==> src/rtl/seg7_pkg.sv <==
// Shared definitions for the seven-segment scan controller.
// Holds the digit count, segment-off pattern, glyph codes, the slot-index
// type, the scan FSM state encoding and the leading-zero mask helper.
package seg7_pkg;

  localparam int          NUM_DIGITS = 4;
  localparam logic [6:0]  SEG_OFF    = 7'h7F;
  localparam logic [3:0]  GLYPH_E    = 4'hE;
  localparam logic [3:0]  GLYPH_F    = 4'hF;

  typedef logic [1:0] digit_idx_t;

  typedef enum logic [0:0] {
    BLANK = 1'b0,
    RUN   = 1'b1
  } scan_state_e;

  // Leading-zero blank mask: walk from thousands downward, blanking zero
  // digits until the first nonzero one. The ones digit is never blanked so
  // a value of zero still shows a single "0".
  function automatic logic [3:0] lz_mask(input logic [15:0] digits);
    logic [3:0] mask;
    logic       leading;
    mask    = 4'h0;
    leading = 1'b1;
    for (int k = 3; k >= 1; k--) begin
      if (leading && (digits[k*4 +: 4] == 4'h0)) begin
        mask[k] = 1'b1;
      end else begin
        leading = 1'b0;
      end
    end
    return mask;
  endfunction

endpackage

==> src/rtl/seven_segment.sv <==
// Hex-digit to seven-segment decoder, active-low, bit order {g,f,e,d,c,b,a}.
// Numerals 0-9 and the E/F glyphs are defined; every other code is dark.
module seven_segment
  import seg7_pkg::*;
(
  input  logic [3:0] digit_i,
  output logic [6:0] seg_o
);

  // Combinational code-to-segment lookup.
  always_comb begin
    seg_o = SEG_OFF;
    case (digit_i)
      4'h0:    seg_o = 7'h40;
      4'h1:    seg_o = 7'h79;
      4'h2:    seg_o = 7'h24;
      4'h3:    seg_o = 7'h30;
      4'h4:    seg_o = 7'h19;
      4'h5:    seg_o = 7'h12;
      4'h6:    seg_o = 7'h02;
      4'h7:    seg_o = 7'h78;
      4'h8:    seg_o = 7'h00;
      4'h9:    seg_o = 7'h10;
      GLYPH_E: seg_o = 7'h06;
      GLYPH_F: seg_o = 7'h0E;
      default: seg_o = SEG_OFF;
    endcase
  end

endmodule

==> src/rtl/seg7_scan_ctrl.sv <==
// Four-digit time-multiplexed seven-segment scan controller.
// A new value is accepted into a shadow register over valid/ready and only
// copied into the active register at a frame boundary, so the display never
// shows a half-updated value. Build option: define SEG7_LZ_BLANK_EN to add
// automatic leading-zero blanking at commit time.
module seg7_scan_ctrl
  import seg7_pkg::*;
#(
  parameter int REFRESH_DIV = 50000
) (
  input  logic        clk,
  input  logic        rst_n,
  input  logic        load_valid,
  output logic        load_ready,
  input  logic [15:0] load_digits,
  input  logic [3:0]  load_blank,
  output logic [6:0]  seg7,
  output logic [3:0]  digit_en_n,
  output logic        frame_done
);

  localparam int            CW      = (REFRESH_DIV > 2) ? $clog2(REFRESH_DIV) : 1;
  localparam logic [CW-1:0] CNT_MAX = CW'(REFRESH_DIV - 1);
  localparam int            DW      = 4 * NUM_DIGITS;

  logic [CW-1:0] cnt_q, cnt_d;
  digit_idx_t    idx_q, idx_d;
  scan_state_e   state_q, state_d;
  logic          pending_q, pending_d;
  logic [DW-1:0] shadow_digits_q, shadow_digits_d;
  logic [3:0]    shadow_blank_q, shadow_blank_d;
  logic [DW-1:0] active_digits_q, active_digits_d;
  logic [3:0]    active_blank_q, active_blank_d;
  logic [6:0]    seg7_q, seg7_d;
  logic [3:0]    digit_en_n_q, digit_en_n_d;
  logic          frame_done_q;

  logic          tick_s, frame_end_s, commit_s, xfer_s;
  logic [3:0]    commit_blank_s;
  logic [3:0]    dec_digit_s;
  logic [6:0]    dec_seg_s;

  assign tick_s      = (cnt_q == CNT_MAX);
  assign frame_end_s = tick_s && (idx_q == 2'd3);
  assign commit_s    = frame_end_s && pending_q;
  assign xfer_s      = load_valid && !pending_q;
  assign load_ready  = !pending_q;

  // Blank mask that becomes active at commit (optionally with leading zeros).
  always_comb begin
`ifdef SEG7_LZ_BLANK_EN
    commit_blank_s = shadow_blank_q | lz_mask(shadow_digits_q);
`else
    commit_blank_s = shadow_blank_q;
`endif
  end

  // Prescaler and slot index: slot advances on every prescaler wrap.
  always_comb begin
    cnt_d = cnt_q + CW'(1);
    idx_d = idx_q;
    if (tick_s) begin
      cnt_d = '0;
      idx_d = idx_q + 2'd1;
    end else begin
      cnt_d = cnt_q + CW'(1);
    end
  end

  // Handshake, shadow capture and frame-boundary commit.
  always_comb begin
    pending_d       = pending_q;
    shadow_digits_d = shadow_digits_q;
    shadow_blank_d  = shadow_blank_q;
    active_digits_d = active_digits_q;
    active_blank_d  = active_blank_q;
    state_d         = state_q;
    if (commit_s) begin
      active_digits_d = shadow_digits_q;
      active_blank_d  = commit_blank_s;
      pending_d       = 1'b0;
      state_d         = RUN;
    end else if (xfer_s) begin
      shadow_digits_d = load_digits;
      shadow_blank_d  = load_blank;
      pending_d       = 1'b1;
    end else begin
      pending_d = pending_q;
    end
  end

  // The decoder sees the digit of the slot that will be shown after this edge.
  assign dec_digit_s = active_digits_d[{idx_d, 2'b00} +: 4];

  seven_segment u_dec (
    .digit_i (dec_digit_s),
    .seg_o   (dec_seg_s)
  );

  // Next display pattern: dark while blank or slot forced off, else decoded.
  always_comb begin
    seg7_d       = SEG_OFF;
    digit_en_n_d = 4'hF;
    if ((state_d == RUN) && !active_blank_d[idx_d]) begin
      seg7_d       = dec_seg_s;
      digit_en_n_d = ~(4'b0001 << idx_d);
    end else begin
      seg7_d       = SEG_OFF;
      digit_en_n_d = 4'hF;
    end
  end

  // State, data and registered display outputs.
  always_ff @(posedge clk or negedge rst_n) begin
    if (!rst_n) begin
      cnt_q           <= '0;
      idx_q           <= 2'd0;
      state_q         <= BLANK;
      pending_q       <= 1'b0;
      shadow_digits_q <= 16'h0000;
      shadow_blank_q  <= 4'h0;
      active_digits_q <= 16'h0000;
      active_blank_q  <= 4'hF;
      seg7_q          <= SEG_OFF;
      digit_en_n_q    <= 4'hF;
      frame_done_q    <= 1'b0;
    end else begin
      cnt_q           <= cnt_d;
      idx_q           <= idx_d;
      state_q         <= state_d;
      pending_q       <= pending_d;
      shadow_digits_q <= shadow_digits_d;
      shadow_blank_q  <= shadow_blank_d;
      active_digits_q <= active_digits_d;
      active_blank_q  <= active_blank_d;
      seg7_q          <= seg7_d;
      digit_en_n_q    <= digit_en_n_d;
      frame_done_q    <= frame_end_s;
    end
  end

  assign seg7       = seg7_q;
  assign digit_en_n = digit_en_n_q;
  assign frame_done = frame_done_q;

endmodule

==> config.mk <==
export PLATFORM = sky130hd
export DESIGN_NAME = seg7_scan_ctrl
export DESIGN_NICKNAME = d
export VERILOG_FILES = /design/src/rtl/seg7_pkg.sv /design/src/rtl/seven_segment.sv /design/src/rtl/seg7_scan_ctrl.sv
export SDC_FILE = /design/constraint.sdc
export NUM_CORES = 1
export LEC_CHECK = 0
export ABC_AREA = 1
export CAP_MARGIN = 0
export CORE_MARGIN = 1
export CORE_UTILIZATION = 45
export DETAILED_ROUTE_END_ITERATION = 7
export PLACE_DENSITY = 0.73
export SLEW_MARGIN = 20
export SYNTH_ARGS = -nofsm -noshare
export SYNTH_HDL_FRONTEND = slang
export SYNTH_HIERARCHICAL = 1
export SYNTH_SLANG_ARGS = --single-unit
==> constraint.sdc <==
create_clock -name clk -period 3.53 [get_ports clk]
set_input_delay 0.706 -clock clk [delete_from_list [all_inputs] [get_ports clk]]
set_output_delay 0.706 -clock clk [all_outputs]
set_load 0.05 [all_outputs]
==> summary.md, run 1 <==
| Metric | Value |
|---|---|
| Clock net sink count | 72 |
| Number of buffers inserted by post-CTS setup repair | 0 |
| Fill cell instance count of the final layout | between 600 and 700 |
| Worst Tran Pin Value | 865.6 ps |
| Final clock period utilization by the worst path | 81.59% |
| Synth warn | 6 |
| Quantity of hold-fixing buffers added after cts | 0 |
| Status | finished with violations |
| Post-route ant nets | 0 |
| Largest fanout of any net on the critical path | 18 |
| Number of design rule violations left after detail routing | 1 |
| Hold Worst Slack | 352.8 ps |
| Number of I/O port buffers | 35 |
| Pin count of the biggest net entering global routing | 48 |
| P&R area growth vs syn | 17.66% |
| Number of different library cells in the post-synthesis netlist | 34 |
| Achievable clock frequency | 347.2 MHz |
| Syn Std Cell Area | 0.003585 mm2 |
| Class of the most critical setup path | flop to flop |
| Number of max-slew violations in the final report | 0 |
| Total negative slack | 0 ps |
| Core footprint | 0.007727 mm2 |
| Min Tclk post-route | 2880 ps |
| Starting Density | 46.39% |
| Final-report setup violation count | 0 |
| Worst Clk Skew | roughly 11 ps |
| Die outline width | 91.25 um |
| Die extent in y | 91.25 um |
| Top-level I/O count | 36 |
| Detailed placer's ending HPWL | 4949 um |
| CTS H-tree depth | 3 |
| Maximum number of buffers from clock root to sink | 2 |
| Power density of the placed cells | 371.4 mW/mm2 |
| RSZ-0062 raised after global routing | false |
| Critical path required time | between 3000 and 4000 ps |
| Number of antenna violations at the first check in global routing | 0 |
| R2R cell count | 15 |
| Count of state elements after synthesis | 72 |
| Average routed wire per standard cell | between 10 and 15 um |
| Arrival time at the worst endpoint | 3140 ps |
| Fraction of synthesis flops using an asynchronous set or reset pin | 100.0% |
| Violated checks | design-rule violations |
| Leakage | 2.015 nW |
| Die area | 0.008327 mm2 |
| Peak ir drop on the vdd network | 0.2778 mV |
| Number of synthesized flops with an enable pin | 0 |
| CTS clock-pin slew for the worst setup and hold paths | 80 ps |
| PostCTS Resize Cnt | 0 |
| Worst slew slack as a fraction of its limit | between 40 and 50% |
| Final Hold Vio Count | 0 |
| Vias in the first global route | around 2,600 |
| Wire length after detailed routing | around 6700 um |
| Total number of nets in the final design | between 400 and 500 |
| Later-pin clock latency in the skew report | 350 ps |
| FF/Latch Area | 0.001821 mm2 |
| Drt first pass iters | 6 |
| Initial drt markers | ~120 |
| Nature of the critical path endpoint | flop |
| Syn Nets | about 420 |
| Global-route wire length before repair | 12,050 um |
| Total number of vias | 2,612 |
| Standard-cell row count | 32 |
| Sequential cell area fraction in the yosys report | 50.79% |
| Flip-flop cell with the highest count after synthesis | dfrtp_1 |
| Total GRT Usage | 18.58% |
| Diodes inserted | 0 |
| Fraction of layout cells with a size suffix above 1 | 23.33% |
| Cell chosen for the clock root | clkbuf_8 |
| Type of the most critical hold path | input pin to async pin |
| Nature of the critical path startpoint | flop |
| Routability Congestion | 0.8552 |
| Grt total ovfl | 0 |
| TritonCTS clock tree | done |
| Total CTS buffers | 9 |
| Area of the multi-input gates | 0.001531 mm2 |
| Vias/cell | 4.882 |
| Number of instances in the synthesized netlist | roughly 390 |
| Maxcap violations | 0 |
| Synthesized area per cell | 9.239 um2 |
==> sequential cells by signal, summed over array words and instances (netlist names) <==
register         cells
idx_q                2
active_blank_q       4
digit_en_n           4
active_digits_q     16
pending_q            1
shadow_digits_q     16
frame_done           1
state_q              1
cnt_q               16
seg7                 7
commit_blank_s       4
==> metal layers <==
metal,vias up,wire (um),GRT usage [%]
li1,1300,-,-
met1,1248,3215,25.53
met2,49,3155,28.16
met3,15,202,3.601
met4,0,162,9.127
met5,-,0,0
==> placed cells by master (no fill, tap or decap), drive strengths merged <==
master,instances
or2,1
nand4,9
mux2,19
nor3b,3
bufinv,1
inv,42
clkinvlp,3
xor2,4
dfstp,15
buf,4
nor4,1
ha,8
clkinv,4
o21ai,8
nand3,28
nor2,32
dfrtp,57
nand2,138
clkbuf,11
nor3,4
a31oi,2
a21oi,5
clkdlybuf4s50,34
==> where the power goes <==
group,total [W],switching [W],internal (W)
logic,0.0000591,0.0000233,0.0000358
registers,0.000857,0.0000117,0.000845
clock network,0.000651,0.000306,0.000344
total,0.00157,0.000341,0.00123
==> worst max-delay path, stage by stage (launching register included) <==
cell	delay, ps
dfrtp_1	400
ha_1	250
nand3_4	130
nor2_2	70
nand4_2	90
clkinv_1	390
nand2_1	210
nand2_1	80
nand2_1	60
nand4_1	290
inv_2	230
ha_1	260
nand2_1	110
nand3_1	90
inv_1	70
nand3_2	60
==> worst paths after layout <==
check                      startpoint                end  slack (ps)
max                          cnt_q[0]            seg7[0]         650
min                             rst_n           cnt_q[9]         350
max reg2reg                  cnt_q[0]            seg7[0]         650
min reg2reg                  cnt_q[0]           cnt_q[0]         470
max in group asynchronous       rst_n  active_blank_q[0]        2480
min in group clk             cnt_q[0]           cnt_q[0]         470
==> cell families (layout without fill, tap and decap cells) <==
| group | Yosys count | after routing | synth area share, % |
|---|---|---|---|
| xor+xnor | 4 | 4 | 0.9772 |
| compound gates | 15 | 15 | 2.164 |
| flops | 72 | 72 | 50.79 |
| mux | 19 | 19 | 5.969 |
| buf+inv | 54 | 99 | 6.492 |
| simple gates | 216 | 216 | 30.82 |
| fa+ha+maj | 8 | 8 | 2.792 |
==> synthesized netlist by cell type (4+ instances only) <==
cell     instances  area share (%)
o21ai_0          7            0.98
a21oi_1          5            0.70
nand3_2         10             2.8
inv_1           37             3.9
nand4_1          8             1.4
nand2_1        120              13
nand3_1         17             2.4
mux2_2          19             6.0
dfrtp_1         57              40
xor2_1           4            0.98
dfstp_2         15              11
nor2_2           5            0.87
nor2_1          21             2.2
nand2_2         16             2.8
nor2_4           4             1.3
ha_1             8             2.8
inv_2            5            0.52
==> stage by stage <==
step           setup WS (ps)  utilization (%)  power [W]  std cells  area, um2
2_1_floorplan           1077                -  0.0008843        388       3585
3_3_place_gp           776.8            51.98  0.0009314        519       4016
3_5_place_dp           686.2            51.98  0.0009340        519       4016
4_1_cts                663.1            54.55   0.001589        535       4215
5_1_grt                344.3            54.58   0.001632        535       4218
6_report               649.8            54.58   0.001567        535       4218
==> area by class of cell <==
cell class | count | area share, %
multi-input cells | 262 | 36.31
clock buffers | 11 | 3.352
repair buffers | 38 | 8.781
flip-flops and latches | 72 | 43.16
clock inverters | 5 | 1.365
inverters | 45 | 4.005
well taps | 102 | 3.026
No activity file was read; power rests on OpenSTA's default activity.
==> run 2, diff against run 1 <==
- PLACE_DENSITY: 0.73 -> 0.76
- clock period: 3.53 -> 2.6 ns (I/O delays scaled with it)
==> summary.md, run 2 (same netlist as run 1, synthesis figures left out) <==
| Metric | Value |
|---|---|
| Total number of nets in the final design | 482 (was 459) |
| CTS clock-pin slew for the worst setup and hold paths | 90 ps (was 80 ps) |
| Top routing layer in use | met4 (unchanged) |
| Final clock period utilization by the worst path | 95.10% (was 81.59%) |
| CTS H-tree depth | 3 (unchanged) |
| Pwr Total | 0.002175 W (was 0.001567 W) |
| Quantity of hold-fixing buffers added after cts | 0 (unchanged) |
| Number of gates on the worst path with buffers counted | 18 (was 15) |
| Number of buffers and inverters on the critical path | 3 (unchanged) |
| Core footprint | 0.007727 mm2 (unchanged) |
| Peak ir drop on the vdd network | 0.3812 mV (was 0.2778 mV) |
| Most common cell after layout, fill and taps aside | nand2_1 (unchanged) |
| Routed wire length on met2 | 3504 um (was 3155 um) |
| Registers with the most flip-flops | active_digits_q x16, cnt_q x16, shadow_digits_q x16 (unchanged) |
| Worst slew slack as a fraction of its limit | 66.41% (was 42.15%) |
| Critical Path Max Stage Delay | 410 ps (was 400 ps) |
| Total GRT Usage | 18.29% (was 18.58%) |
| R2R cell count | 18 (was 15) |
| Grt total ovfl | 0 (unchanged) |
| Slowest cell on crit path | dfrtp_1 (unchanged) |
| Vias in the first global route | 2,562 (was 2,565) |
| Final Hold Vio Count | 0 (unchanged) |
| Die outline width | 91.25 um (unchanged) |
| Most frequent cells in the layout | 112 x nand2_1, 56 x dfrtp_1, 34 x clkdlybuf4s50_1 (was 120 x nand2_1, 57 x dfrtp_1, 37 x inv_1) |
| Die extent in y | 91.25 um (unchanged) |
| Violated checks | design-rule violations (unchanged) |
| Starting Density | 46.39% (unchanged) |
| Maximum number of buffers from clock root to sink | 2 (unchanged) |
| Arrival time at the worst endpoint | 2750 ps (was 3140 ps) |
| Die area | 0.008327 mm2 (unchanged) |
| Routed met1 length | 3435 um (was 3215 um) |
| Number of max-slew violations in the final report | 0 (unchanged) |
| Final-report setup violation count | 0 (unchanged) |
| Wire length after detailed routing | 7352 um (was 6735 um) |
| Nature of the critical path startpoint | flop (unchanged) |
| Diodes inserted | 0 (unchanged) |
| Top-level I/O count | 36 (unchanged) |
| Cell chosen for the clock root | clkbuf_8 (unchanged) |
| Number of antenna violations at the first check in global routing | 0 (unchanged) |
| Post-route ant nets | 0 (unchanged) |
| Total number of vias | 2,764 (was 2,612) |
| Type of the most critical hold path | input pin to async pin (unchanged) |
| Status | finished with violations (unchanged) |
| Drt first pass iters | 6 (unchanged) |
| Worst Tran Pin Value | 502.2 ps (was 865.6 ps) |
| Hold Worst Slack | 173.6 ps (was 352.8 ps) |
| Worst Clk Skew | 12.38 ps (was 10.79 ps) |
| Global-route wire length before repair | 11,810 um (was 12,050 um) |
| Largest fanout of any net on the critical path | 5 (was 18) |
| Family with the most delay on the worst path | simple AND/OR/NAND/NOR gates (unchanged) |
| Total CTS buffers | 9 (unchanged) |
| Min Tclk post-route | 2473 ps (was 2880 ps) |
| Most frequent cell on the critical path | nand2_1 (unchanged) |
| Standard-cell row count | 32 (unchanged) |
| Reg-to-reg slack, setup | 130 ps (was 650 ps) |
| Leakage | 2.185 nW (was 2.015 nW) |
| Routability Congestion | 0.8620 (was 0.8552) |
| Number of design rule violations left after detail routing | 1 (unchanged) |
| Later-pin clock latency in the skew report | 360 ps (was 350 ps) |
| Pin count of the biggest net entering global routing | 73 (was 48) |
| P&R area growth vs syn | 26.67% (was 17.66%) |
| Power density of the placed cells | 478.9 mW/mm2 (was 371.4 mW/mm2) |
| Nature of the critical path endpoint | flop (unchanged) |
| Maxcap violations | 0 (unchanged) |
| Fraction of layout cells with a size suffix above 1 | 32.68% (was 23.33%) |
| Achievable clock frequency | 404.4 MHz (was 347.2 MHz) |
| Wire length on met3 | 302 um (was 202 um) |
| Clock net sink count | 72 (unchanged) |
| List of cells traversed by the critical path | ha_4 -> nand3_4 -> nor3_4 -> nand2_2 -> nand2_2 -> nand2_4 -> nor2_4 -> nand2_1 -> nand4_1 -> inv_2 -> ha_4 -> inv_2 -> nand2_1 -> nand2_1 -> nand2_1 -> nand2_1 -> inv_1 -> nand3_2 (was ha_1 -> nand3_4 -> nor2_2 -> nand4_2 -> clkinv_1 -> nand2_1 -> nand2_1 -> nand2_1 -> nand4_1 -> inv_2 -> ha_1 -> nand2_1 -> nand3_1 -> inv_1 -> nand3_2) |
| Detailed placer's ending HPWL | 4894 um (was 4949 um) |
| RSZ-0062 raised after global routing | true (was false) |
| Critical path required time | 2880 ps (was 3790 ps) |
| Average routed wire per standard cell | 13.18 um (was 12.59 um) |
| Vias/cell | 4.953 (was 4.882) |
| Number of I/O port buffers | 35 (unchanged) |
| Initial drt markers | 113 (was 124) |
| Class of the most critical setup path | flop to flop (unchanged) |
| TritonCTS clock tree | done (unchanged) |
run 2: path summary, 6_finish.rpt:
| kind | from | endpoint |
|---|---|---|
| max in group asynchronous | rst_n | active_blank_q[2] |
| min in group clk | active_blank_q[2] | active_blank_q[2] |
| min reg2reg | active_blank_q[2] | active_blank_q[2] |
| max | cnt_q[0] | seg7[3] |
| min | rst_n | active_digits_q[11] |
| max reg2reg | cnt_q[0] | seg7[3] |
run 2: routing by layer:
layer  vias to the layer above  GRT usage, %
li1                       1344             -
met1                      1346         24.30
met2                        66         28.60
met3                         8         5.025
met4                         0         6.746
met5                         -             0
run 2: final cells by class:
| type | instances | area [um2] |
|---|---|---|
| Timing Repair Buffer | 61 | 583.1 |
| Tap cell | 102 | 127.6 |
| Clock buffer | 9 | 123.9 |
| Multi-Input combinational cell | 262 | 1625 |
| Inverter | 45 | 173.9 |
| Clock inverter | 7 | 85.08 |
| Fill cell | 656 | 3187 |
| Sequential cell | 72 | 1822 |
run 2: repair_timing:
item,4_1_cts,5_1_grt
setup endpoints to repair,6,7
cloned,0,1
pin swaps,0,15
endpoints found under the hold margin,0,0
setup buffers,1,16
resized for setup,4,31
run 2: power by group:
part	total [W]	internal (W)	switching [W]
clock network	0.000930	0.000463	0.000467
registers	0.00116	0.00115	0.0000161
logic	0.0000810	0.0000494	0.0000316
total	0.00217	0.00166	0.000515
run 2: per-stage QoR:
step | util, % | setup slack [ps] | setup TNS [ps] | std cells | cell area (um2)
2_1_floorplan | - | 147.2 | 0 | 388 | 3585
3_3_place_gp | 52.62 | 4.594 | 0 | 524 | 4066
3_5_place_dp | 52.62 | -133.3 | -660.8 | 524 | 4066
4_1_cts | 55.44 | 2.504 | 0 | 541 | 4284
5_1_grt | 58.76 | -76.67 | -287.1 | 558 | 4541
6_report | 58.76 | 127.3 | 0 | 558 | 4541
==> run 3, diff against run 2 <==
- CORE_ASPECT_RATIO: not set -> 1.5
- GPL_ROUTABILITY_DRIVEN: not set -> 0
- GPL_TIMING_DRIVEN: not set -> 0
==> summary.md, run 3 (same netlist as run 1, synthesis figures left out) <==
| Metric | Value |
|---|---|
| Leakage | 2.181 nW (was 2.185 nW) |
| Standard-cell row count | 39 (was 32) |
| Status | completed (was finished with violations) |
| Top-level I/O count | 36 (unchanged) |
| Diodes inserted | 0 (unchanged) |
| Final-report setup violation count | 0 (unchanged) |
| Worst Clk Skew | 7.408 ps (was 12.38 ps) |
| Total GRT Usage | 19.43% (was 18.29%) |
| Registers with the most flip-flops | active_digits_q x16, cnt_q x16, shadow_digits_q x16 (unchanged) |
| Post-route ant nets | 0 (unchanged) |
| Die outline width | 74.88 um (was 91.25 um) |
| Wire length after detailed routing | 7197 um (was 7352 um) |
| Maxcap violations | 0 (unchanged) |
| Initial drt markers | 126 (was 113) |
| Number of I/O port buffers | 35 (unchanged) |
| P&R area growth vs syn | 27.12% (was 26.67%) |
| Placement Cell Area | 0.004088 mm2 (was 0.004066 mm2) |
| Clock net sink count | 72 (unchanged) |
| Peak ir drop on the vdd network | 0.5158 mV (was 0.3812 mV) |
| Maximum number of buffers from clock root to sink | 2 (unchanged) |
| Total CTS buffers | 9 (unchanged) |
| Post-layout instance area | 0.004557 mm2 (was 0.004541 mm2) |
| Cell chosen for the clock root | clkbuf_16 (was clkbuf_8) |
| Nature of the critical path endpoint | flop (unchanged) |
| Grt total ovfl | 0 (unchanged) |
| Die extent in y | 111.3 um (was 91.25 um) |
| Fraction of layout cells with a size suffix above 1 | 28.54% (was 32.68%) |
| Arrival time at the worst endpoint | 2810 ps (was 2750 ps) |
| Critical path required time | 2850 ps (was 2880 ps) |
| Total number of nets in the final design | 478 (was 482) |
| Vias in the first global route | 2,781 (was 2,562) |
| Pwr Total | 0.002543 W (was 0.002175 W) |
| Quantity of hold-fixing buffers added after cts | 0 (unchanged) |
| Total number of vias | 2,716 (was 2,764) |
| CTS clock-pin slew for the worst setup and hold paths | 60 ps (was 90 ps) |
| Pin count of the biggest net entering global routing | 55 (was 73) |
| Achievable clock frequency | 390.9 MHz (was 404.4 MHz) |
| Worst setup slack after layout | 41.90 ps (was 127.3 ps) |
| Later-pin clock latency in the skew report | 330 ps (was 360 ps) |
| Class of the most critical setup path | flop to flop (unchanged) |
| Min Tclk post-route | 2558 ps (was 2473 ps) |
| TritonCTS clock tree | done (unchanged) |
| Nature of the critical path startpoint | flop (unchanged) |
| Core footprint | 0.007661 mm2 (was 0.007727 mm2) |
| Starting Density | 46.79% (was 46.39%) |
| Worst slew slack as a fraction of its limit | 60.38% (was 66.41%) |
| Number of antenna violations at the first check in global routing | 0 (unchanged) |
| Vias/cell | 4.903 (was 4.953) |
| Detailed placer's ending HPWL | 5130 um (was 4894 um) |
| Largest fanout of any net on the critical path | 6 (was 5) |
| Power density of the placed cells | 558.1 mW/mm2 (was 478.9 mW/mm2) |
| Worst Tran Pin Value | 594.3 ps (was 502.2 ps) |
| Type of the most critical hold path | input pin to async pin (unchanged) |
| Most frequent cells in the layout | 117 x nand2_1, 57 x dfrtp_1, 34 x clkdlybuf4s50_1 (was 112 x nand2_1, 56 x dfrtp_1, 34 x clkdlybuf4s50_1) |
| Final clock period utilization by the worst path | 98.39% (was 95.10%) |
| Die area | 0.008334 mm2 (was 0.008327 mm2) |
| CTS H-tree depth | 3 (unchanged) |
| Average routed wire per standard cell | 12.99 um (was 13.18 um) |
| Setup Slack @ Placement | -249.4 ps (was -133.3 ps) |
| Number of design rule violations left after detail routing | 0 (was 1) |
| Number of max-slew violations in the final report | 0 (unchanged) |
| Final Hold Vio Count | 0 (unchanged) |
| RSZ-0062 raised after global routing | true (unchanged) |
| Global-route wire length before repair | 12,070 um (was 11,810 um) |
| Hold Worst Slack | 60.79 ps (was 173.6 ps) |
| Drt first pass iters | 5 (was 6) |
| Most common cell after layout, fill and taps aside | nand2_1 (unchanged) |
| Fill cell instance count of the final layout | 641 (was 656) |
-- run 3: changes by cell type in the layout (fill, tap and decap cells not counted), moves of 4 or more --
cell / delta
clkbuf_8: -8
inv_6: -4
nand2_1: +5
buf_4: -8
clkbuf_1: +5
nand2_2: -4
buf_6: +4
clkbuf_16: +8
-- run 3: final timing paths --
check	slack, ps	from	cells past startpoint	to
min in group clk	480	active_digits_q[6]	2	active_digits_q[6]
setup reg to reg	40	cnt_q[0]	18	seg7[3]
hold / removal	60	rst_n	1	cnt_q[3]
hold reg to reg	480	active_digits_q[6]	2	active_digits_q[6]
max in group asynchronous	1940	rst_n	2	digit_en_n[3]
setup / recovery	40	cnt_q[0]	18	seg7[3]
-- run 3: per-layer routing --
metal / up-vias / wire, um / GRT usage (%)
li1: 1348 / - / -
met1: 1291 / 2874 / 21.27
met2: 60 / 3873 / 33.45
met3: 17 / 235 / 4.182
met4: 0 / 214 / 11.07
met5: - / 0 / 0
-- run 3: cell type report --
class	count	area (um2)	share of cell area, %
well taps	102	127.6	2.801
inverters	45	173.9	3.817
multi-input cells	262	1582	34.71
clock inverters	3	65.06	1.428
plain buffers	8	65.06	1.428
repair buffers	49	473.0	10.38
clock buffers	13	250.2	5.491
flip-flops and latches	72	1821	39.95
-- run 3: worst max-delay path: stages (launching register included) --
cell and delay, ps:
dfrtp_1 420, ha_4 180, nand3_4 120, nor3_4 260, nand2_2 110, nand2_2 100
nand2_4 100, nor2_4 210, nand2_1 70, nand4_1 150, inv_2 110, ha_4 280
inv_2 30, nand2_1 50, nand2_1 50, nand2_1 50, nand2_1 60, inv_2 50
nand3_2 60
-- run 3: stage by stage --
step                util (%)  TNS (ps)  instances
finish                 59.48         0        554
floorplan                  -         0        388
CTS                    58.04         0        545
detailed placement     53.36     -1336        526
global placement       53.03    -86880        525
global route           59.48    -501.7        554
-- run 3: report_power, final --
| group | switching, W | internal (W) | leakage (nW) |
|---|---|---|---|
| logic | 0.0000313 | 0.0000509 | 1.11 |
| registers | 0.0000136 | 0.00115 | 0.913 |
| clock network | 0.000433 | 0.000865 | 0.154 |
| total | 0.000478 | 0.00207 | 2.18 |
-- run 3: what timing repair did --
item                                    4_1_cts  5_1_grt
endpoints found under the setup margin        7        7
setup buffers                                 3       10
pin swaps                                     2       14
gates resized for setup                       8       13
